## src/rtl/regfile_writeback.sv

```systemverilog
// Register-file write-back buffer: a small in-order FIFO of {rd, data} results
// that drains into the register file one write per granted cycle. It also
// provides per-register pending flags and youngest-entry forwarding for two
// source operands.
module regfile_writeback #(
  parameter int unsigned DEPTH = 4,
  parameter int unsigned XLEN  = 32
) (
  input  logic            clk,
  input  logic            rst_n,
  input  logic            in_valid,
  output logic            in_ready,
  input  logic [4:0]      in_rd,
  input  logic [XLEN-1:0] in_data,
  input  logic            flush,
  output logic            rf_we,
  output logic [4:0]      rf_waddr,
  output logic [XLEN-1:0] rf_wdata,
  input  logic            rf_grant,
  input  logic [4:0]      rs1_addr,
  input  logic [4:0]      rs2_addr,
  output logic            fwd1_hit,
  output logic [XLEN-1:0] fwd1_data,
  output logic            fwd2_hit,
  output logic [XLEN-1:0] fwd2_data,
  output logic [31:0]     pending
);

  localparam int unsigned PtrW = (DEPTH > 1) ? $clog2(DEPTH) : 1;
  localparam int unsigned CntW = PtrW + 1;
  localparam logic [CntW-1:0] DepthC = CntW'(DEPTH);

  logic [PtrW-1:0] wptr_q, wptr_d;
  logic [PtrW-1:0] rptr_q, rptr_d;
  logic [CntW-1:0] count_q, count_d;

  // Storage is deliberately not reset; every output that reads it is gated by
  // the occupancy count.
  logic [4:0]      mem_rd   [DEPTH];
  logic [XLEN-1:0] mem_data [DEPTH];

  logic push;
  logic pop;

  // A full buffer refuses pushes even when the head is draining this cycle.
  assign in_ready = (count_q < DepthC);
  assign rf_we    = (count_q != '0);

  // rd==0 results complete the handshake but are dropped.
  assign push = in_valid && in_ready && !flush && (in_rd != 5'd0);
  assign pop  = rf_we && rf_grant && !flush;

  // Head entry drives the register-file port; zeroed when empty.
  assign rf_waddr = rf_we ? mem_rd[rptr_q]   : 5'd0;
  assign rf_wdata = rf_we ? mem_data[rptr_q] : '0;

  // Next-state for pointers and count; flush overrides push and pop.
  always_comb begin
    wptr_d  = wptr_q;
    rptr_d  = rptr_q;
    count_d = count_q;
    if (flush) begin
      wptr_d  = '0;
      rptr_d  = '0;
      count_d = '0;
    end else begin
      if (push) wptr_d = wptr_q + PtrW'(1);
      if (pop)  rptr_d = rptr_q + PtrW'(1);
      unique case ({push, pop})
        2'b10:   count_d = count_q + CntW'(1);
        2'b01:   count_d = count_q - CntW'(1);
        default: count_d = count_q;
      endcase
    end
  end

  // Pointer and count registers with asynchronous reset.
  always_ff @(posedge clk or negedge rst_n) begin
    if (!rst_n) begin
      wptr_q  <= '0;
      rptr_q  <= '0;
      count_q <= '0;
    end else begin
      wptr_q  <= wptr_d;
      rptr_q  <= rptr_d;
      count_q <= count_d;
    end
  end

  // Entry storage write at the tail.
  always_ff @(posedge clk) begin
    if (push) begin
      mem_rd[wptr_q]   <= in_rd;
      mem_data[wptr_q] <= in_data;
    end
  end

  // Pending flags and forwarding: walk entries oldest to youngest so the last
  // match seen is the youngest one.
  always_comb begin
    pending   = '0;
    fwd1_hit  = 1'b0;
    fwd1_data = '0;
    fwd2_hit  = 1'b0;
    fwd2_data = '0;
    for (int unsigned k = 0; k < DEPTH; k++) begin
      if (CntW'(k) < count_q) begin
        pending[mem_rd[rptr_q + PtrW'(k)]] = 1'b1;
        if ((rs1_addr != 5'd0) && (mem_rd[rptr_q + PtrW'(k)] == rs1_addr)) begin
          fwd1_hit  = 1'b1;
          fwd1_data = mem_data[rptr_q + PtrW'(k)];
        end
        if ((rs2_addr != 5'd0) && (mem_rd[rptr_q + PtrW'(k)] == rs2_addr)) begin
          fwd2_hit  = 1'b1;
          fwd2_data = mem_data[rptr_q + PtrW'(k)];
        end
      end
    end
    pending[0] = 1'b0;
  end

endmodule
```

## config.mk

```make
export PLATFORM = sky130hd
export DESIGN_NAME = regfile_writeback
export DESIGN_NICKNAME = d
export VERILOG_FILES = /design/src/rtl/regfile_writeback.sv
export SDC_FILE = /design/constraint.sdc
export NUM_CORES = 1
export LEC_CHECK = 0
export ABC_CLOCK_PERIOD_IN_PS = 4100
export BUFFER_PORTS_ARGS = -buffer_cell sky130_fd_sc_hd__clkbuf_2
export CAP_MARGIN = 20
export CORE_ASPECT_RATIO = 0.5
export CORE_MARGIN = 8
export CORE_UTILIZATION = 51
export DETAILED_ROUTE_END_ITERATION = 8
export GPL_ROUTABILITY_DRIVEN = 0
export PLACE_DENSITY = 0.73
export SLEW_MARGIN = 5
export SYNTH_ARGS = -nofsm -noshare
export SYNTH_HDL_FRONTEND = slang
export SYNTH_SLANG_ARGS = --single-unit
```

## constraint.sdc

```tcl
create_clock -name clk -period 4.1 [get_ports clk]
set_clock_uncertainty 0.1 [all_clocks]
set_input_delay 0.41 -clock clk [delete_from_list [all_inputs] [get_ports clk]]
set_output_delay 0.41 -clock clk [all_outputs]
set_load 0.02 [all_outputs]
```

=== Word level (Yosys, flattened, before mapping) ===
Memory sizes are Yosys's and may differ from the RTL's.
Cells that the tools add are included.

* Muxes and demuxes: 54
* Reductions and logical operators: 25
* $add $sub $neg: 6
* Eq/ne operators: 10
* Bitwise gates (word level): 3
* Order comparisons: 13

{| class="wikitable"
|+ Operator list
! kind !! number
|-
| 2-to-1 mux 32 bit || 21
|-
| bitwise OR 32 bit || 3
|-
| equality test 5 bit || 8
|-
| less-than comparator 5 x 6 -> 1 bit, second input constant || 4
|-
| 2-to-1 mux 1 bit || 22
|-
| demux 1 bit (select 5 bit) || 4
|-
| greater-or-equal comparator 5 x 1 -> 1 bit, second input constant || 4
|-
| logical AND 1 bit || 17
|-
| nonzero test 5 bit || 3
|-
| 2-to-1 mux 2 bit || 4
|-
| less-than comparator 1 x 3 -> 1 bit, first input constant || 2
|-
| less-than comparator 2 x 3 -> 1 bit, first input constant || 2
|-
| case mux 3 bit (2 select lines) || 1
|-
| nonzero test 3 bit || 2
|-
| 2-to-1 mux 5 bit || 1
|-
| adder 2 x 1 -> 2 bit, second input constant || 2
|-
| adder 2 bit, second input constant || 2
|-
| nonzero test 2 bit || 2
|-
| adder 3 x 1 -> 3 bit, second input constant || 1
|-
| less-than comparator 3 bit, second input constant || 1
|-
| 2-to-1 mux 3 bit || 1
|-
| subtractor 3 x 1 -> 3 bit, second input constant || 1
|-
| equality test 2 x 1 -> 1 bit, second input constant || 1
|-
| equality test 2 bit, second input constant || 1
|-
| zero test 1 bit || 1
|}

* Memory bits (writable): 148
* Output and inout bits: 137
* Bits of input ports: 52
* Logic and storage cells: 116
* Flip-flop bits (word level): 7
* Memories: 2

{| class="wikitable"
|+ Memory list
! name !! words !! bits a word !! read ports !! clocked after Yosys merged registers in !! wr ports !! RTL line !! text
|-
| mem_data || 4 || 32 || 4 || 0 || 1 || 40 || <nowiki>logic [XLEN-1:0] mem_data [DEPTH];</nowiki>
|-
| mem_rd || 4 || 5 || 4 || 0 || 1 || 39 || <nowiki>logic [4:0] mem_rd [DEPTH];</nowiki>
|}

=== Depth between registers and ports, before layout ===
An unclocked memory read counts as a cell.

* Depth after elaboration: 12
* Mapped depth: 12
* Depth with buffers taken out: 8

=== Least setup slack after synthesis ===
OpenSTA, ideal clock, no wires.

* Kind: reg-to-output
* Start: register rptr_q[0]
* End: output fwd1_data[10]
* Buffers on the path: 4
* Stages on the path, launching flop included: 11
* Arrival: 2.920 ns
* Path slack: 0.670 ns
* Required time: 3.590 ns
* Path through: dfrtp_1 buf_6 buf_6 mux4_2 buf_2 xnor2_1 nand4_1 nor4b_2 nor2_1 clkbuf_1 a211oi_1

* Cells in the longest elaborated chain, start to end: 11
* Elaborated cells on any way between the ends: 21
* Classes of those cells: add/sub: 3; eq/ne: 4; mux: 8; reduce/logical: 4; memory: 2

{| class="wikitable"
|+ RTL lines
! element !! RTL line !! text
|-
| from (decl) || 34 || <nowiki>logic [PtrW-1:0] rptr_q, rptr_d;</nowiki>
|-
| from (signal assigned) || 85 || <nowiki>rptr_q <= rptr_d;</nowiki>
|-
| parallel branches: the longest is 10 deep, another holds memory (4 x 5 bit) || - ||
|-
| 2-to-1 mux 32 bit * || 107 || <nowiki>if (CntW'(k) < count_q) begin</nowiki>
|-
| to (decl) || 23 || <nowiki>output logic [XLEN-1:0] fwd1_data,</nowiki>
|}

Every way passes the cells marked *.

=== Worst setup path in the final report ===
* Start: register rptr_q[0]
* End: output fwd2_data[31]

* Cells in the longest elaborated chain, start to end: 11
* Elaborated cells on any way between the ends: 21
* Classes of those cells: add/sub: 3; eq/ne: 4; mux: 8; reduce/logical: 4; memory: 2

{| class="wikitable"
|+ RTL lines
! element !! RTL line !! text
|-
| parallel branches: the longest is 10 deep, another holds memory (4 x 5 bit) || - ||
|-
| 2-to-1 mux 32 bit * || 107 ||
|-
| to (decl) || 25 || <nowiki>output logic [XLEN-1:0] fwd2_data,</nowiki>
|}

Marked as above.

==> results.cfg <==
[sta]
slew_headroom = 0.276
rsz0062_at_grt = true
period_share = 0.988
slew_violations = 0
tightest_slew_ps = 1090
clock.fmax_ghz = 0.247
setup_viol = 0
fin_crit_ps = 4050
hold_violations = 0
fin_ws_ps = 48.7

[die]
io_pins = 189
die_y_um = 128
initial_core_util = 0.525
core_area_um2 = 24200
rows = 40
die_area_um2 = 30500
chipWidth_um = 239

[setup_path]
crit_type = reg2out
crit_path_start_kind = flip-flop
crit_required_ps = 3590
critPathMaxFanout = 33
cp_slowest_cell = mux4_2
critPathMaxStageDelay_ps = 630
cp_data_arrival_time_ps = 3540
worst_setup_path_end_kind = output pin
path_cells = buf_4, mux4_2, xnor2_1, nand4_1, nor4_4, clkbuf_16, nor2_1, a211oi_2, clkbuf_2
reg2reg_slack_ps = 1090

[yosys]
synthDistinctLibCells = 55
synthesis.nets = 1276
netlist_area_um2 = 12700
ys_seq_area_frac = 0.363
syn_inst = 1217
synth-edff-count = 148
ys.flop_type = edfxtp_1
async_flop_share = 0.0452
ys_ff_latch = 155
syn_avg_cell_area_um2 = 10.4
synth_warnings = 0

[final_layout]
nets = 1404
final_cells = 1694
syn_to_final_growth_pct = 15.8
drive_gt1_frac = 0.303
diodes = 0

[power]
peakVddDrop_uv = 385
leakagePower_nw = 5.00
p_per_area_nw_per_um2 = 543

[clocking]
cts.sinks = 155
clk_latency_ps = 430
cts_tree = done
root_buffer = clkbuf_16
numCtsBuffers = 17
htreeDepth = 4
clk_pin_slew_ps = 70
cts_max_path_buffers = 2

[grt]
antenna_found_initial = 0
grt-ovfl-total = 0
grt_pass1_vias = 11534
grt_max_degree = 102
grt_pass1_wl_mm = 64.9
track_usage = 0.265

[placed_design]
numPortBuffers = 187
place_ws_ps = 356
dp_cells = 1638
dp_hpwl_mm = 27.5

[detailed_routing]
drt_iter0_drc = 1672
dr.pass1.iters = 9
vias = 12029
drc_errors = 0
via_per_inst = 7.10
ant_nets = 0
wl_per_cell_um = 25.4
drt_wl_total_mm = 43.1

[min_path]
hold_class = in2reg

[run]
maxCapViolCount = 0

[outcome]
status = finished clean
[flip-flops by register name, summed over array words and instances, names as in the netlist]
register and cells:
mem_rd 20, wptr_q 2, count_q 3, rptr_q 2, mem_data 128
[cell families after synthesis]
group           count (synthesis)  synth area share
simple gates                  377             0.159
buf+inv                       147            0.0485
mux                           154             0.205
compound gates                335             0.188
xor+xnor                       41            0.0282
other cells                     1          0.000295
fa+ha+maj                       7           0.00689
flops                         155             0.363
[critical path: cells and delay by family (launching register included)]
family                    cells  cell delay, ps
and+or+nand+nor               3             750
buffers and inverters         3             740
muxes                         1             630
DFF                           1             420
AOI/OAI and AO/OA             1             280
xor gates and xnor gates      1             270
[cell type report]
type	count	area, um2
fillers	1993	9500
multi-input cells	915	7590
flip-flops and latches	155	4630
repair buffers	243	1450
clock buffers	21	440
well taps	336	420
clock inverters	11	145
inverters	13	48.8
[metrics by stage]
step           utilization  power (mW)  hold WS, ps  cell area (um2)  TNS [ps]
6_report             0.608        8.00         93.3            14700         0
5_1_grt              0.608        8.31         82.9            14700      -219
4_1_cts              0.599        7.79         81.9            14500     -19.6
3_5_place_dp         0.573        6.17          163            13900         0
3_3_place_gp         0.573        6.06          161            13900         0
2_1_floorplan            -        4.98         14.4            12700         0
[synthesized netlist by cell type, types with 3 or more instances]
| cell | count | share of area |
|---|---|---|
| edfxtp_1 | 148 | 0.35 |
| clkbuf_1 | 99 | 0.029 |
| nor2_1 | 94 | 0.028 |
| mux4_2 | 82 | 0.15 |
| a211oi_1 | 66 | 0.039 |
| a21oi_1 | 66 | 0.026 |
| nand2_1 | 53 | 0.016 |
| and2_1 | 40 | 0.020 |
| mux2i_1 | 37 | 0.029 |
| mux2_2 | 35 | 0.031 |
| nor2b_1 | 35 | 0.017 |
| nand4_1 | 34 | 0.017 |
| nor3b_1 | 34 | 0.020 |
| a31oi_1 | 33 | 0.016 |
| o21ai_0 | 33 | 0.013 |
| xnor2_1 | 33 | 0.023 |
| and3_1 | 32 | 0.016 |
| a22o_1 | 31 | 0.021 |
| a311o_1 | 31 | 0.024 |
| a22oi_1 | 19 | 0.011 |
| o221ai_1 | 19 | 0.013 |
| buf_2 | 16 | 0.0063 |
| nor3_1 | 15 | 0.0059 |
| a221o_1 | 12 | 0.0094 |
| buf_1 | 12 | 0.0035 |
| nand3_1 | 12 | 0.0047 |
| o22ai_1 | 12 | 0.0059 |
| inv_1 | 11 | 0.0032 |
| or3_1 | 8 | 0.0039 |
| xor2_1 | 8 | 0.0055 |
| dfrtp_1 | 7 | 0.014 |
| ha_1 | 7 | 0.0069 |
| buf_6 | 5 | 0.0044 |
| nor4_1 | 4 | 0.0020 |
| a211o_1 | 3 | 0.0021 |
| nand2b_1 | 3 | 0.0015 |
| nand3b_1 | 3 | 0.0018 |
| or2_1 | 3 | 0.0015 |
[path summary, 6_finish.rpt]
check,cells past startpoint,startpoint,to
max in group asynchronous,2,rst_n,rptr_q[0]$_DFFE_PN0P_
worst min-delay path,1,in_data[19],mem_data[0][19]$_DFFE_PP_
worst max register to register,8,count_q[0]$_DFFE_PN0P_,count_q[2]$_DFFE_PN0P_
worst max-delay path,9,rptr_q[0]$_DFFE_PN0P_,fwd2_data[31]
min in group asynchronous,2,rst_n,wptr_q[1]$_DFFE_PN0P_
worst min register to register,2,wptr_q[1]$_DFFE_PN0P_,wptr_q[1]$_DFFE_PN0P_
[timing repair]
action                                  4_1_cts  5_1_grt
endpoints found under the setup margin       58       64
cloned                                        0        1
pin swaps                                     0        1
setup buffers                                 2       17
hold endpoints to repair                      7        0
resized for setup                             0       11
hold buffers                                  1        0
[layer usage]
metal / track usage / up-vias / share of wire
li1: - / 5097 / -
met2: 0.431 / 898 / 0.47
met5: 0 / - / 0
met1: 0.340 / 5852 / 0.38
met3: 0.0564 / 182 / 0.11
met4: 0.112 / 0 / 0.037
[layout by cell type (no fill, tap or decap), drive strengths merged, types with 13 or more instances in the layout]
cell type  Yosys  layout
a211oi        66      66
a21oi         66      66
a22o          31      31
a22oi         19      19
a311o         31      31
a31oi         33      33
and2          40      40
and3          32      32
buf           35      53
clkbuf        99     210
edfxtp       148     148
inv           12      13
mux2          35      35
mux2i         37      37
mux4          82      82
nand2         53      53
nand4         34      34
nor2          94      94
nor2b         35      35
nor3          15      15
nor3b         34      34
o21ai         33      33
o221ai        19      19
xnor2         33      33
[where the power goes]
| part | internal [mW] | total [mW] | leakage [nW] | switching (mW) |
|---|---|---|---|---|
| registers | 1.86 | 1.95 | 1.43 | 0.0938 |
| logic | 1.62 | 4.44 | 3.29 | 2.82 |
| clock network | 0.957 | 1.61 | 0.279 | 0.657 |
Power figures use the tool's default switching activity.
